===== config.mk =====
export PLATFORM = sky130hd
export DESIGN_NAME = fetch_seq
export DESIGN_NICKNAME = d
export VERILOG_FILES = /design/src/rtl/core_pkg.sv /design/src/rtl/pcALU.sv /design/src/rtl/fetch_seq.sv
export SDC_FILE = /design/constraint.sdc
export NUM_CORES = 1
export LEC_CHECK = 0
export ABC_AREA = 1
export CELL_PAD_IN_SITES_DETAIL_PLACEMENT = 1
export CELL_PAD_IN_SITES_GLOBAL_PLACEMENT = 2
export CORE_ASPECT_RATIO = 1.4
export CORE_UTILIZATION = 29
export DETAILED_ROUTE_END_ITERATION = 10
export HOLD_SLACK_MARGIN = 0.12
export MAX_ROUTING_LAYER = met4
export PLACE_DENSITY_LB_ADDON = 0.1
export SYNTH_ARGS = -nofsm -noshare
export SYNTH_HDL_FRONTEND = slang
export SYNTH_SLANG_ARGS = --single-unit
export TNS_END_PERCENT = 50

===== constraint.sdc =====
create_clock -name clk -period 5.33 [get_ports clk]
set_input_delay 1.066 -clock clk [delete_from_list [all_inputs] [get_ports clk]]
set_output_delay 1.066 -clock clk [all_outputs]
set_load 0.03 [all_outputs]

===== src/rtl/core_pkg.sv =====
// Shared definitions for the 16-bit core front end.
package core_pkg;
    localparam int WIDTH_DEFAULT = 16;
    localparam logic [15:0] RESET_VEC_DEFAULT = 16'h0000;

    typedef enum logic [1:0] {
        IDLE  = 2'd0,
        FETCH = 2'd1,
        HOLD  = 2'd2
    } fetch_state_t;
endpackage


===== src/rtl/pcALU.sv =====
// Next-PC unit: increment, relative jump, or absolute jump-and-link with link value.
module pcALU #(
    parameter int WIDTH = 16
) (
    input  logic [WIDTH-1:0] pc,
    input  logic [WIDTH-1:0] immediate,
    input  logic             jumpEN,
    input  logic [WIDTH-1:0] RTarget,
    input  logic             jalEN,
    output logic [WIDTH-1:0] pcOut,
    output logic [WIDTH-1:0] Rlink
);
    logic [WIDTH-1:0] inc;
    logic [WIDTH-1:0] jmp;

    assign inc   = pc + WIDTH'(1);
    assign jmp   = pc + immediate;
    assign Rlink = inc;
    assign pcOut = jalEN ? RTarget : (jumpEN ? jmp : inc);
endmodule


===== src/rtl/fetch_seq.sv =====
// Instruction-fetch sequencer: owns the PC, issues one imem read at a time,
// buffers the word toward decode and applies execute-stage redirects.
module fetch_seq
    import core_pkg::*;
#(
    parameter int             WIDTH     = WIDTH_DEFAULT,
    parameter logic [WIDTH-1:0] RESET_VEC = WIDTH'(RESET_VEC_DEFAULT)
) (
    input  logic             clk,
    input  logic             rst_n,
    output logic             imem_req,
    output logic [WIDTH-1:0] imem_addr,
    input  logic             imem_ack,
    input  logic [WIDTH-1:0] imem_rdata,
    output logic             instr_valid,
    output logic [WIDTH-1:0] instr,
    output logic [WIDTH-1:0] instr_pc,
    input  logic             instr_ready,
    input  logic             redir_valid,
    input  logic [WIDTH-1:0] redir_pc,
    input  logic             jump_en,
    input  logic [WIDTH-1:0] jump_imm,
    input  logic             jal_en,
    input  logic [WIDTH-1:0] jal_target,
    output logic             link_we,
    output logic [WIDTH-1:0] link_data
);
    fetch_state_t     state, state_nxt;
    logic [WIDTH-1:0] pc, pc_nxt;
    logic [WIDTH-1:0] pend_pc, pend_pc_nxt;
    logic             flush, flush_nxt;
    logic [WIDTH-1:0] instr_nxt, instr_pc_nxt;
    logic             instr_valid_nxt;
    logic             link_we_nxt;
    logic [WIDTH-1:0] link_data_nxt;

    logic [WIDTH-1:0] alu_pc, alu_imm, alu_out, alu_link;
    logic             alu_jump, alu_jal;

    // Single ALU shared between sequential increment and redirect targets.
    always_comb begin
        alu_pc   = pc;
        alu_imm  = '0;
        alu_jump = 1'b0;
        alu_jal  = 1'b0;
        if (redir_valid) begin
            alu_pc   = redir_pc;
            alu_imm  = jump_imm;
            alu_jump = jump_en & ~jal_en;
            alu_jal  = jal_en;
        end
    end

    pcALU #(.WIDTH(WIDTH)) u_pcalu (
        .pc        (alu_pc),
        .immediate (alu_imm),
        .jumpEN    (alu_jump),
        .RTarget   (jal_target),
        .jalEN     (alu_jal),
        .pcOut     (alu_out),
        .Rlink     (alu_link)
    );

    assign imem_req  = (state == FETCH);
    assign imem_addr = pc;

    always_comb begin
        state_nxt       = state;
        pc_nxt          = pc;
        pend_pc_nxt     = pend_pc;
        flush_nxt       = flush;
        instr_nxt       = instr;
        instr_pc_nxt    = instr_pc;
        instr_valid_nxt = instr_valid;
        link_we_nxt     = redir_valid & jal_en;
        link_data_nxt   = (redir_valid & jal_en) ? alu_link : link_data;

        unique case (state)
            IDLE: begin
                state_nxt = FETCH;
                if (redir_valid) pc_nxt = alu_out;
            end
            FETCH: begin
                if (redir_valid) begin
                    if (imem_ack) begin
                        // Outstanding read completes now; newest target wins.
                        pc_nxt    = alu_out;
                        flush_nxt = 1'b0;
                    end else begin
                        pend_pc_nxt = alu_out;
                        flush_nxt   = 1'b1;
                    end
                end else if (imem_ack) begin
                    if (flush) begin
                        pc_nxt    = pend_pc;
                        flush_nxt = 1'b0;
                    end else begin
                        instr_nxt       = imem_rdata;
                        instr_pc_nxt    = pc;
                        instr_valid_nxt = 1'b1;
                        state_nxt       = HOLD;
                    end
                end
            end
            HOLD: begin
                if (redir_valid || instr_ready) begin
                    pc_nxt          = alu_out;
                    instr_valid_nxt = 1'b0;
                    state_nxt       = FETCH;
                end
            end
            default: state_nxt = IDLE;
        endcase
    end

    always_ff @(posedge clk or negedge rst_n) begin
        if (!rst_n) begin
            state       <= IDLE;
            pc          <= RESET_VEC;
            pend_pc     <= '0;
            flush       <= 1'b0;
            instr       <= '0;
            instr_pc    <= '0;
            instr_valid <= 1'b0;
            link_we     <= 1'b0;
            link_data   <= '0;
        end else begin
            state       <= state_nxt;
            pc          <= pc_nxt;
            pend_pc     <= pend_pc_nxt;
            flush       <= flush_nxt;
            instr       <= instr_nxt;
            instr_pc    <= instr_pc_nxt;
            instr_valid <= instr_valid_nxt;
            link_we     <= link_we_nxt;
            link_data   <= link_data_nxt;
        end
    end
endmodule


==> metrics.txt, run 1 <==
# diodes=0; Final Power=0.003743 W; vias in the first global route=5847; Seq cells post-synth=85; Critical Path RT=5.56 ns; Die ar.=19220 µm²; Internal Power=0.002021 W; Synth-to-Final Area Change=34.79%; pwr dens=513.1 nW/µm²; grt total ovfl=0; GRT Total Usage=21.32%; Synth Net Count=873; Max-slew headroom=32.41%; Clk pwr share=16.4%; RR Endpoint=imem_addr[0]$_DFFE_PN0P_; Final Critical Period=3.810 ns; # IOs=138; RSZ-0062 raised after global routing=false; final period utilization=71.48%; WL/cell=16.38 µm; Core Area=18140 µm²; post-place setup slack=1.108 ns; DRT Pass-1 Iters=4; drc violations=0; peak supply drop=0.0001366 V; largest net degree at the start of global routing=50; delay-heaviest family, CP=simple AND/OR/NAND/NOR gates; sequential-to-total area share from yosys stat=39.30%; Post-Syn Instances=781; switching portion of total power=46.01%; drt via density=4.706; Hold Path End=link_data[14]$_DFFE_PN0P_; first-pass GRT wire length=30880 µm; switching power=0.001722 W; IO buf count=137; Synth Cell Area=5413 µm²; Post-CTS Setup Bufs=0; die height=163.7 µm; vias after detailed routing=5445; Setup violations, final=0; most frequent CP cell=nand2_1; Max Slew Vio Count=0; Peak Freq=262.5 MHz; TritonCTS clock tree=yes; GPL Wtd Cong=0.8600; crit start category=primary input; Setup CP Type=primary input to register; CP bufs+invs=1; CTS H-tree lvls=3; Hold Path Stages=2; DRT iter0 DRCs=189; Worst-Margin Slew=1.011 ns; clock sinks=85; combinational power share=54.6%; flop2flop setup slack=2.16 ns; setup TNS=0 ns; average size of a mapped cell=6.930 µm²; Final WS setup=1.520 ns; fraction of layout instances using a drive strength above 1=6.434%; Worst R2R Path Depth=10; antenna violations before repair=0; Hold Buf Count CTS=0; clk slew on worst S/H paths=0.06 ns; Crit Path Max Fanout=35; reg2reg start=state[1]$_DFFE_PN0P_; outcome=finished, final reports clean; Initial Utilization=29.83%; max-cap viol count=0; fin nets=1004; DRT antenna net count=0; hpwl dp=15170 µm; Fin. Hold Viols=0; CP endpoint kind=register; Synth cell types=33; slowest stage delay, CP=0.57 ns; CP arrival=4.04 ns; clock root cell=clkbuf_16; CP cell instances=buf_2, o21ai_2, ha_1, fa_1, nand3_1, nand3_1, nand2_1, nand2_1, or2_2, nand2_1, o21ai_1, mux2i_1, nand2_1, nand2_1, nand2_1; Reg power frac=29.1%; routed wire length=18950 µm; Clock Path Buffers=2; clk_lat worst skew=0.36 ns; Yosys Warn Count=0; P_leak=3.734 nW; Clock Skews=0.01404 ns; num rows=58; worst hold-check path type=register to register; total CTS buffers=9; worst hold start=link_data[14]$_DFFE_PN0P_; die width=117.5 µm; post-cts resize count=0; slowest stage cell, crit path=buf_2
## sequential cells by signal, indices dropped and copies added (netlist names)
register and flops:
instr 16, link_data 16, pend_pc 16, instr_pc 16
imem_addr 16, state 2, link_we 1, instr_valid 1
flush 1
## cell families after synthesis
kind of cell | synth area share [%]
simple gates | 32.13
xor+xnor | 0.9709
flops | 39.30
fa+ha+maj | 4.993
buf+inv | 9.639
mux | 3.722
compound gates | 9.247
## per-stage QoR
step | instances | utilization, % | cell area, µm² | hold WS (ns)
2_1_floorplan | 781 | - | 5413 | 0.4494
5_1_grt | 1157 | 40.21 | 7296 | 0.5143
4_1_cts | 1157 | 40.21 | 7296 | 0.4828
3_3_place_gp | 1141 | 38.70 | 7020 | 0.4636
6_report | 1157 | 40.21 | 7296 | 0.4780
3_5_place_dp | 1141 | 38.70 | 7020 | 0.4659
## layout make-up
cell class	count	area, µm²
well taps	240	300.3
clock buffers	10	229.0
clock inverters	6	46.29
multi-input cells	564	2764
repair buffers	146	1431
inverters	106	397.9
flip-flops and latches	85	2127
fillers	2294	10850
## worst max-delay path by stage
stage                 from                  endpoint  cells after the start
2_1_floorplan  redir_valid  imem_addr[6]$_DFFE_PN0P_                     17
3_3_place_gp   redir_valid  imem_addr[6]$_DFFE_PN0P_                     17
3_5_place_dp   redir_valid  imem_addr[6]$_DFFE_PN0P_                     17
4_1_cts        redir_valid  imem_addr[6]$_DFFE_PN0P_                     15
5_1_grt        redir_valid  imem_addr[6]$_DFFE_PN0P_                     17
6_report       redir_valid  imem_addr[6]$_DFFE_PN0P_                     15
## power by group through the flow
| stage | Sequential (W) | Combinational (W) | Clock (W) |
|---|---|---|---|
| 2_1_floorplan | 0.00149 | 0.000849 | 0 |
| 3_3_place_gp | 0.00109 | 0.00202 | 0 |
| 3_5_place_dp | 0.00110 | 0.00207 | 0 |
| 4_1_cts | 0.00109 | 0.00208 | 0.000634 |
| 5_1_grt | 0.00113 | 0.00226 | 0.000654 |
| 6_report | 0.00109 | 0.00204 | 0.000613 |
## placed cells by master (no fill, tap or decap), types with 17 or more instances in the layout
master           count
nand2_1            291
clkdlybuf4s50_1    135
inv_1              103
dfrtp_1             85
nor2_1              57
nand3_1             55
o21ai_0             49
a21oi_1             20
ha_1                20
mux2_2              17
## cell usage after synthesis (all sizes together)
cell    count  area, µm²
nand2     291       1092
inv       105      394.1
dfrtp      85       2127
nor2       62      255.3
o21ai      62      321.6
nand3      57      295.3
a21oi      20      100.1
ha         20      250.2
buf        18      93.84
mux2       17      191.4
a31oi       8      50.05
clkbuf      8      30.03
nand4       5      31.28
nand3b      4      30.03
or2         4      25.02
xor2        4      35.03
nor3        2      10.01
o22ai       2      12.51
xnor2       2      17.52
a211oi      1      7.510
clkinv      1      3.750
fa          1      20.02
mux2i       1      10.01
o311ai      1      8.760
## per-layer routing
metal	track usage (%)	wire length (µm)
met1	25.09	8411
met2	38.41	9770
met3	2.444	494
met4	5.711	272
met5	-	0
## worst min-delay path: cells and delay by family, from the launching register on
kind,cells,cell delay (ns)
DFF,1,0.34
and+or+nand+nor,2,0.10
Note: power is estimated with default switching activity, not from simulation.
==> run 2, diff against run 1 <==
--- a/config.mk
+++ b/config.mk
@@ -9,7 +9,7 @@
 export CELL_PAD_IN_SITES_DETAIL_PLACEMENT = 1
 export CELL_PAD_IN_SITES_GLOBAL_PLACEMENT = 2
 export CORE_ASPECT_RATIO = 1.4
-export CORE_UTILIZATION = 29
+export CORE_UTILIZATION = 24
 export DETAILED_ROUTE_END_ITERATION = 10
 export HOLD_SLACK_MARGIN = 0.12
 export MAX_ROUTING_LAYER = met4
==> constraint.sdc (replaced) <==
create_clock -name clk -period 3.2 [get_ports clk]
set_input_delay 0.64 -clock clk [delete_from_list [all_inputs] [get_ports clk]]
set_output_delay 0.64 -clock clk [all_outputs]
set_load 0.03 [all_outputs]
==> metrics.txt, run 2 (synthesized netlist as in run 1, its figures left out) <==
CP arrival=3.07 ns (-0.97 ns); Final WS setup=0.3725 ns (-1.148 ns); Crit Path Max Fanout=4 (-89%); Max-slew headroom=51.29% (+19 points); Fin. Hold Viols=0 (unchanged); Peak Freq=353.7 MHz; clk_lat worst skew=0.35 ns (about the same); peak supply drop=0.0003205 V (+130%); Multi-input gate area=2764 µm² (unchanged); most frequent CP cell=nand2_1; WP depth=16 (+1); commonest non-fill, non-tap cells in the layout=nand2_1 (291), clkdlybuf4s50_1 (135), inv_1 (103); Synth-to-Final Area Change=40.36%; Final Critical Period=2.827 ns; RSZ-0062 raised after global routing=false; antenna violations before repair=0 (unchanged); CP Capture Point=imem_addr[8]$_DFFE_PN0P_; routed wire length=19560 µm (+3.2%); Max Slew Vio Count=0 (unchanged); post-cts resize count=0 (unchanged); vias after detailed routing=5478 (+0.61%); DRT antenna net count=0 (unchanged); # IOs=138 (unchanged); area occupied by registers=2127 µm² (unchanged); grt total ovfl=0 (unchanged); vias in the first global route=5856 (+0.15%); Clock Skews=0.008731 ns (-0.005310 ns); GRT Total Usage=18.14% (-3.2 points); total CTS buffers=9 (unchanged); clock root cell=clkbuf_16; die height=179.7 µm (+9.8%); worst hold-check path type=primary input to asynchronous set/reset pin; RR Endpoint=imem_addr[8]$_DFFE_PN0P_; Hold Buf Count CTS=0 (unchanged); WL/cell=15.93 µm (-2.7%); delay-heaviest family, CP=simple AND/OR/NAND/NOR gates; Post-CTS Setup Bufs=0 (unchanged); max-cap viol count=0 (unchanged); crit path from=redir_pc[0]; fraction of layout instances using a drive strength above 1=7.841% (+1.4 points); TritonCTS clock tree=yes; clock sinks=85 (unchanged); first-pass GRT wire length=31190 µm (+1.0%); Die ar.=23170 µm² (+21%); reg2reg start=imem_addr[0]$_DFFE_PN0P_; Clock Path Buffers=2 (unchanged); drt via density=4.461 (-5.2%); slowest stage cell, crit path=clkdlybuf4s50_1; Setup violations, final=0 (unchanged); crit start category=primary input; GPL Wtd Cong=0.8822 (+2.6%); largest net degree at the start of global routing=53 (+6.0%); Setup CP Type=primary input to register; Initial Utilization=24.58% (-5.3 points); hpwl dp=15770 µm (+4.0%); CP endpoint kind=register; CP cell instances=clkdlybuf4s50_1, nand2_1, o21ai_2, ha_1, fa_1, nand3_1, nand3_1, buf_4, nand2_1, nand4_1, nand3_1, nand2_1, o22ai_1, nand2_1, nand2_1, nand2_1; leading cell type in the layout, fill and taps excluded=nand2_1; num rows=64 (+10%); # diodes=0 (unchanged); DRT Pass-1 Iters=4 (unchanged); fin nets=1018 (+1.4%); setup TNS=0 ns (unchanged); flop2flop setup slack=0.61 ns (-1.55 ns); clk slew on worst S/H paths=0.06 ns (about the same); DRT iter0 DRCs=148 (-22%); Worst-Margin Slew=0.7306 ns (-0.2807 ns); slowest stage delay, CP=0.42 ns (-0.15 ns); CP bufs+invs=2 (+1); Core Area=22020 µm² (+21%); drc violations=0 (unchanged); Worst R2R Path Depth=15 (+5); Critical Path RT=3.44 ns (-2.12 ns); die width=128.9 µm (+9.8%); P_leak=3.861 nW (+3.4%); post-place setup slack=0.02574 ns (-1.083 ns); pwr dens=861.2 nW/µm² (+68%); outcome=finished, final reports clean; CTS H-tree lvls=3 (unchanged); Filler Cells Inserted=2696 (+18%); final period utilization=88.36%; IO buf count=137 (unchanged)
## run 2: area by class of cell
cell class	count	share of cell area (%)
clock buffer	11	3.195
multi-input combinational	564	36.38
tap	297	4.891
sequential	85	28.00
timing repair buffer	160	20.88
clock inverter	5	1.416
inverter	106	5.237
## run 2: worst min-delay path by stage
stage,end,slack [ns],cells after the start
after floorplan,flush$_DFFE_PN0P_,0.34,0
after global placement,link_data[9]$_DFFE_PN0P_,0.46,2
after detailed placement,instr_pc[4]$_DFFE_PN0P_,0.47,2
after CTS,instr_valid$_DFFE_PN0P_,0.37,1
after global routing,instr_valid$_DFFE_PN0P_,0.42,1
final,instr_valid$_DFFE_PN0P_,0.34,1
## run 2: through the flow
step | area (µm²) | total power (W) | hold WS [ns] | utilization [%] | instances
after floorplan | 5413 | 0.003897 | 0.3444 | - | 781
after global placement | 7247 | 0.005268 | 0.4635 | 32.91 | 1212
after detailed placement | 7247 | 0.005359 | 0.4739 | 32.91 | 1212
after CTS | 7597 | 0.006669 | 0.3749 | 34.50 | 1228
after global routing | 7597 | 0.007064 | 0.4158 | 34.50 | 1228
final | 7597 | 0.006543 | 0.3387 | 34.50 | 1228
## run 2: routing by layer
metal / wire length [µm] / vias to the layer above / global-route usage, %
met3: 600 / 25 / 1.994
met2: 9835 / 109 / 31.33
li1: - / 2745 / -
met5: 0 / - / -
met4: 425 / 0 / 6.165
met1: 8703 / 2599 / 21.63
## run 2: power by group
part           switching [W]  leakage [nW]  internal (W)  total (W)
clock               0.000472         0.170      0.000788    0.00126
combinational        0.00212          2.66       0.00134    0.00346
sequential          0.000282          1.04       0.00155    0.00183
total                0.00287          3.86       0.00367    0.00654
==> run 3, diff against run 2 <==
--- a/config.mk
+++ b/config.mk
@@ -5,15 +5,17 @@
 export SDC_FILE = /design/constraint.sdc
 export NUM_CORES = 1
 export LEC_CHECK = 0
-export ABC_AREA = 1
+export ABC_AREA = 0
 export CELL_PAD_IN_SITES_DETAIL_PLACEMENT = 1
 export CELL_PAD_IN_SITES_GLOBAL_PLACEMENT = 2
 export CORE_ASPECT_RATIO = 1.4
-export CORE_UTILIZATION = 24
+export CORE_UTILIZATION = 27
+export CTS_CLUSTER_SIZE = 30
 export DETAILED_ROUTE_END_ITERATION = 10
 export HOLD_SLACK_MARGIN = 0.12
 export MAX_ROUTING_LAYER = met4
 export PLACE_DENSITY_LB_ADDON = 0.1
+export SLEW_MARGIN = 20
 export SYNTH_ARGS = -nofsm -noshare
 export SYNTH_HDL_FRONTEND = slang
 export SYNTH_SLANG_ARGS = --single-unit
==> metrics.txt, run 3 <==
outcome=finished, final reports clean; global-route track usage on met2=36.22% (+4.9 points); die width=119.2 µm (-7.5%); setup TNS=0 ns (unchanged); num rows=59 (-7.8%); Yosys Warn Count=0 (unchanged); Clock Skews=0.01716 ns (+0.008425 ns); Synth-to-Final Area Change=50.71%; clock sinks=85 (unchanged); Crit Path Max Fanout=3 (-1); Synth Cell Area=5196 µm² (-4.0%); fraction of layout instances using a drive strength above 1=20.85% (+13 points); Final Power=0.006822 W (+4.3%); GPL Wtd Cong=0.8538 (-3.2%); DRT antenna net count=0 (unchanged); Seq cells post-synth=85 (unchanged); top cells by area, synth=dfrtp_1 (41%), mux2_2 (8.9%), nand2_1 (5.8%); top-area cell type share of the netlist area=40.93% (+1.6 points); average size of a mapped cell=9.363 µm² (+35%); post-place setup slack=-0.1923 ns (-0.2181 ns); cell count after placement=999 (-18%); max-cap viol count=0 (unchanged); clk_lat worst skew=0.35 ns (about the same); Die ar.=19810 µm² (-14%); busiest layer in global routing=met2; drt via density=5.018 (+12%); CP endpoint kind=register; RSZ-0062 raised after global routing=false; Final WS setup=0.1500 ns (-0.2226 ns); total CTS buffers=9 (unchanged); Final Critical Period=3.050 ns (+0.2226 ns); most common cell in the netlist=dfrtp_1; clk slew on worst S/H paths=0.08 ns (+0.02 ns); DRT iter0 DRCs=223 (+51%); sequential-to-total area share from yosys stat=40.93% (+1.6 points); WL/cell=19.10 µm (+20%); Setup violations, final=0 (unchanged); antenna violations before repair=0 (unchanged); Worst-Margin Slew=0.7979 ns (+0.06728 ns); CTS H-tree lvls=3 (unchanged); hpwl dp=15530 µm (-1.5%); leading cell type in the layout, fill and taps excluded=clkdlybuf4s50_1; die height=166.1 µm (-7.5%); vias in the first global route=5573 (-4.8%); commonest non-fill, non-tap cells in the layout=clkdlybuf4s50_1 (135), buf_4 (87), dfrtp_1 (85); GRT Total Usage=21.02% (+2.9 points); routed wire length=19410 µm (-0.80%); TritonCTS clock tree=yes; async set or reset register ratio after synthesis=100.0% (unchanged); Critical Path RT=3.45 ns (about the same); Max Slew Vio Count=0 (unchanged); Peak Freq=327.9 MHz (-7.3%); Hold Buf Count CTS=0 (unchanged); Post-synth top flop=dfrtp_1; drc violations=0 (unchanged); # IOs=138 (unchanged); worst hold-check path type=primary input to asynchronous set/reset pin; number of flops mapped to enable cells by yosys=0 (unchanged); clock root cell=clkbuf_16; fin nets=859 (-16%); crit start category=primary input; Max-slew headroom=46.81% (-4.5 points); vias after detailed routing=5098 (-6.9%); P_leak=3.435 nW (-11%); peak supply drop=0.0002643 V (-18%); CP arrival=3.30 ns (+0.23 ns); commonest cells in the netlist=dfrtp_1 (85), nand2_1 (80), mux2_2 (41); area leader, netlist=dfrtp_1; Synth cell types=58 (+76%); Fin. Hold Viols=0 (unchanged); final period utilization=95.31% (+7.0 points); first-pass GRT wire length=31020 µm (-0.53%); Clock Path Buffers=2 (unchanged); met3 Track Usage GR=2.335% (+0.34 points); Setup CP Type=primary input to register; pwr dens=871.1 nW/µm² (+1.1%); # diodes=0 (unchanged); met1 usage=25.21% (+3.6 points); Non-Filler Instances=1016 (-17%); Initial Utilization=27.71% (+3.1 points); DRT Pass-1 Iters=4 (unchanged); IO buf count=137 (unchanged); Post-Syn Instances=555 (-29%); Core Area=18750 µm² (-15%); Synth Net Count=647 (-26%); grt total ovfl=0 (unchanged); largest net degree at the start of global routing=56 (+5.7%)
run 3: report_power, final:
| part | internal [W] | total [W] | switching, W |
|---|---|---|---|
| sequential | 0.00155 | 0.00192 | 0.000373 |
| combinational | 0.00172 | 0.00378 | 0.00206 |
| clock | 0.000626 | 0.00112 | 0.000497 |
| total | 0.00389 | 0.00682 | 0.00293 |
run 3: kinds of logic after synthesis:
kind of cell             after synthesis  share of synthesized area (%)
adder cells (fa/ha/maj)               21                          5.201
multiplexers                          52                          11.00
XOR/XNOR                              20                          3.371
buffers and inverters                 40                          3.299
flip-flops                            85                          40.93
AND/OR/NAND/NOR                      193                          17.89
AO/OA/AOI/OAI                        144                          18.30
run 3: layout make-up:
type | count | area, µm²
fill | 2195 | 10920
multi-input combinational | 430 | 2939
sequential | 85 | 2127
timing repair buffer | 227 | 2090
tap | 244 | 305.3
clock buffer | 9 | 225.2
clock inverter | 7 | 92.59
inverter | 14 | 52.55
run 3: critical path, cell delays in order:
cell             delay, ns
clkdlybuf4s50_1       0.43
nand2_1               0.08
nand2_1               0.07
ha_1                  0.23
fa_2                  0.36
a21o_1                0.20
a221oi_2              0.24
buf_4                 0.17
o31a_1                0.25
mux2i_1               0.23
nand3_1               0.15
o31ai_1               0.26
run 3: path summary, 6_finish.rpt:
path,from,end,slack (ns),cells after the start
max,redir_pc[0],imem_addr[14]$_DFFE_PN0P_,0.15,12
min in group clk,link_data[11]$_DFFE_PN0P_,link_data[11]$_DFFE_PN0P_,0.48,2
max in group asynchronous,rst_n,instr[0]$_DFFE_PN0P_,2.09,2
min,rst_n,pend_pc[2]$_DFFE_PN0P_,0.38,1
max reg2reg,imem_addr[0]$_DFFE_PN0P_,imem_addr[14]$_DFFE_PN0P_,0.40,11
min reg2reg,link_data[11]$_DFFE_PN0P_,link_data[11]$_DFFE_PN0P_,0.48,2
run 3: routing by layer:
metal / wire length (µm) / vias to the layer above
met2: 9902 / 125
met1: 8372 / 2518
met3: 638 / 25
met5: 0 / -
li1: - / 2430
met4: 495 / 0
run 3: per-stage QoR:
step                      utilization [%]  hold slack (ns)  area, µm²
after floorplan                         -           0.3444       5234
after global routing                41.77           0.4410       7831
after detailed placement            39.90           0.4677       7482
after global placement              39.90           0.4538       7482
final                               41.77           0.3831       7831
after CTS                           41.60           0.4063       7800
run 3: repair_timing:
action	in CTS	in global routing
setup buffers	0	1
endpoints found under the setup margin	0	2
endpoints found under the hold margin	0	0
resized for setup	0	4
==> RTL change: new RTL, flow settings as in run 2 <==
`instr`, `instr_pc` and `link_data` no longer have a reset.
--- a/src/rtl/fetch_seq.sv
+++ b/src/rtl/fetch_seq.sv
@@ -120,9 +120,6 @@
             pend_pc     <= '0;
             flush       <= 1'b0;
-            instr       <= '0;
-            instr_pc    <= '0;
             instr_valid <= 1'b0;
             link_we     <= 1'b0;
-            link_data   <= '0;
         end else begin
             state       <= state_nxt;
@@ -130,10 +127,13 @@
             pend_pc     <= pend_pc_nxt;
             flush       <= flush_nxt;
-            instr       <= instr_nxt;
-            instr_pc    <= instr_pc_nxt;
             instr_valid <= instr_valid_nxt;
             link_we     <= link_we_nxt;
-            link_data   <= link_data_nxt;
         end
+    end
+
+    always_ff @(posedge clk) begin
+        instr     <= instr_nxt;
+        instr_pc  <= instr_pc_nxt;
+        link_data <= link_data_nxt;
     end
 endmodule
Check against the original RTL: not equivalent (Yosys sat finds a counterexample within 4 cycles, from zero or initial values and one cycle with rst_n low).
==> RTL change against run 2 <==
- sequential cell count unchanged
- critical path type unchanged
- combinational power decreased by 28%
- clock power decreased by 16%
- routed wire length decreased by 9.8%
- via count decreased by 11%
- critical endpoint is now imem_addr[12]
- highest routed layer unchanged
- sequential share of layout area increased by 4.1 points
- setup slack improved by 110 ps
- final area decreased by 2.8%
- synthesized area decreased by 2.7%
- total power decreased by 20%
==> RTL change: results (changes against run 2) <==
.. list-table::
   :header-rows: 1

   * - Metric
     - Value
   * - Status
     - finished, final reports clean
   * - Reg-to-Reg Start
     - imem_addr[1]
   * - Multi-input combinational cell count
     - 478 (-15%)
   * - Post-Syn Nets
     - 778 (-11%)
   * - Signal buf overhead
     - 21.1% (+0.21 points)
   * - Worst setup slack for register-to-register paths
     - 740 ps (+130 ps)
   * - Slowest cell on the critical path
     - sky130_fd_sc_hd__ha_1
   * - Worst reg2reg endpoint
     - imem_addr[5]
   * - Global-route wire length before repair
     - 28.1 mm (-9.8%)
   * - Total track usage
     - 16.9% (-1.2 points)
   * - Number of global-route vias before repair
     - 5218 (-11%)
   * - Area fraction in compound gates after synthesis
     - 6.34% (-2.9 points)
   * - Crit path max fanout
     - 25 (+21)
   * - Final estimated routing congestion in global placement
     - 0.796 (-9.7%)
   * - Met2 Resource Use GR
     - 29.4% (-1.9 points)
   * - Sequential cell area share
     - 32.1% (+4.1 points)
   * - Synthesized area per cell
     - 7.68 sq um (+11%)
   * - Largest cells by area after synthesis
     - sky130_fd_sc_hd__edfxtp_1, sky130_fd_sc_hd__dfrtp_1, sky130_fd_sc_hd__nand2_1
   * - Mux share of post-synthesis cell area
     - 0% (-3.7 points)
   * - Fraction of layout cells with a size suffix above 1
     - 8.54% (+0.70 points)
   * - Global-route met3 utilization
     - 2.17% (+0.18 points)
   * - Met1 Use GR
     - 20.0% (-1.6 points)
   * - Setup WS pre-CTS
     - 46.8 ps (+21.0 ps)
   * - Number of flops mapped to enable cells by yosys
     - 48 (+48)
   * - Min cycle time layout
     - 2720 ps (-112 ps)
   * - Clk_buf instances
     - 9 (-2)
   * - Post-route cell area
     - 7380 sq um (-2.8%)
   * - Critical path destination
     - imem_addr[12]
   * - Xor and xnor area share after synthesis
     - 1.78% (+0.81 points)
   * - Largest net degree at the start of global routing
     - 38 (-28%)
   * - Arrival time of the worst setup path
     - 2960 ps (-110 ps)
   * - Adder-cell area share of the yosys netlist
     - 5.13% (+0.14 points)
   * - Switching power as a share of total power
     - 42.1% (-1.8 points)
   * - Routed via count
     - 4877 (-11%)
   * - Detailed router's first-iteration violation count
     - 158 (+6.8%)
   * - Peak supply drop
     - 0.244 mV (-24%)
   * - Detailed placer's ending HPWL
     - 14.0 mm (-11%)
   * - First element of the critical path
     - redir_valid
==> RTL change: cell count changes after synthesis, moves of 6 or more <==
| cell | change |
|---|---|
| sky130_fd_sc_hd__mux2_2 | -17 |
| sky130_fd_sc_hd__dfrtp_1 | -48 |
| sky130_fd_sc_hd__buf_2 | -6 |
| sky130_fd_sc_hd__nand2_1 | -47 |
| sky130_fd_sc_hd__nand2_2 | +6 |
| sky130_fd_sc_hd__edfxtp_1 | +48 |
| sky130_fd_sc_hd__and2_1 | +6 |
| sky130_fd_sc_hd__o21ai_0 | -25 |
==> RTL change: power by group through the flow <==
stage	Clock [uW]	Combinational, uW	Sequential (uW)
final	1060	2480	1720
after global routing	1130	2770	1760
after CTS	1090	2530	1730
after detailed placement	0	2510	1750
after global placement	0	2460	1730
after floorplan	0	1260	2020
==> RTL change: per-layer routing <==
layer | routed length [um] | vias to the layer above
met5 | 0 | -
met4 | 299 | 0
met3 | 567 | 18
met2 | 8950 | 107
met1 | 7820 | 2303
li1 | - | 2449
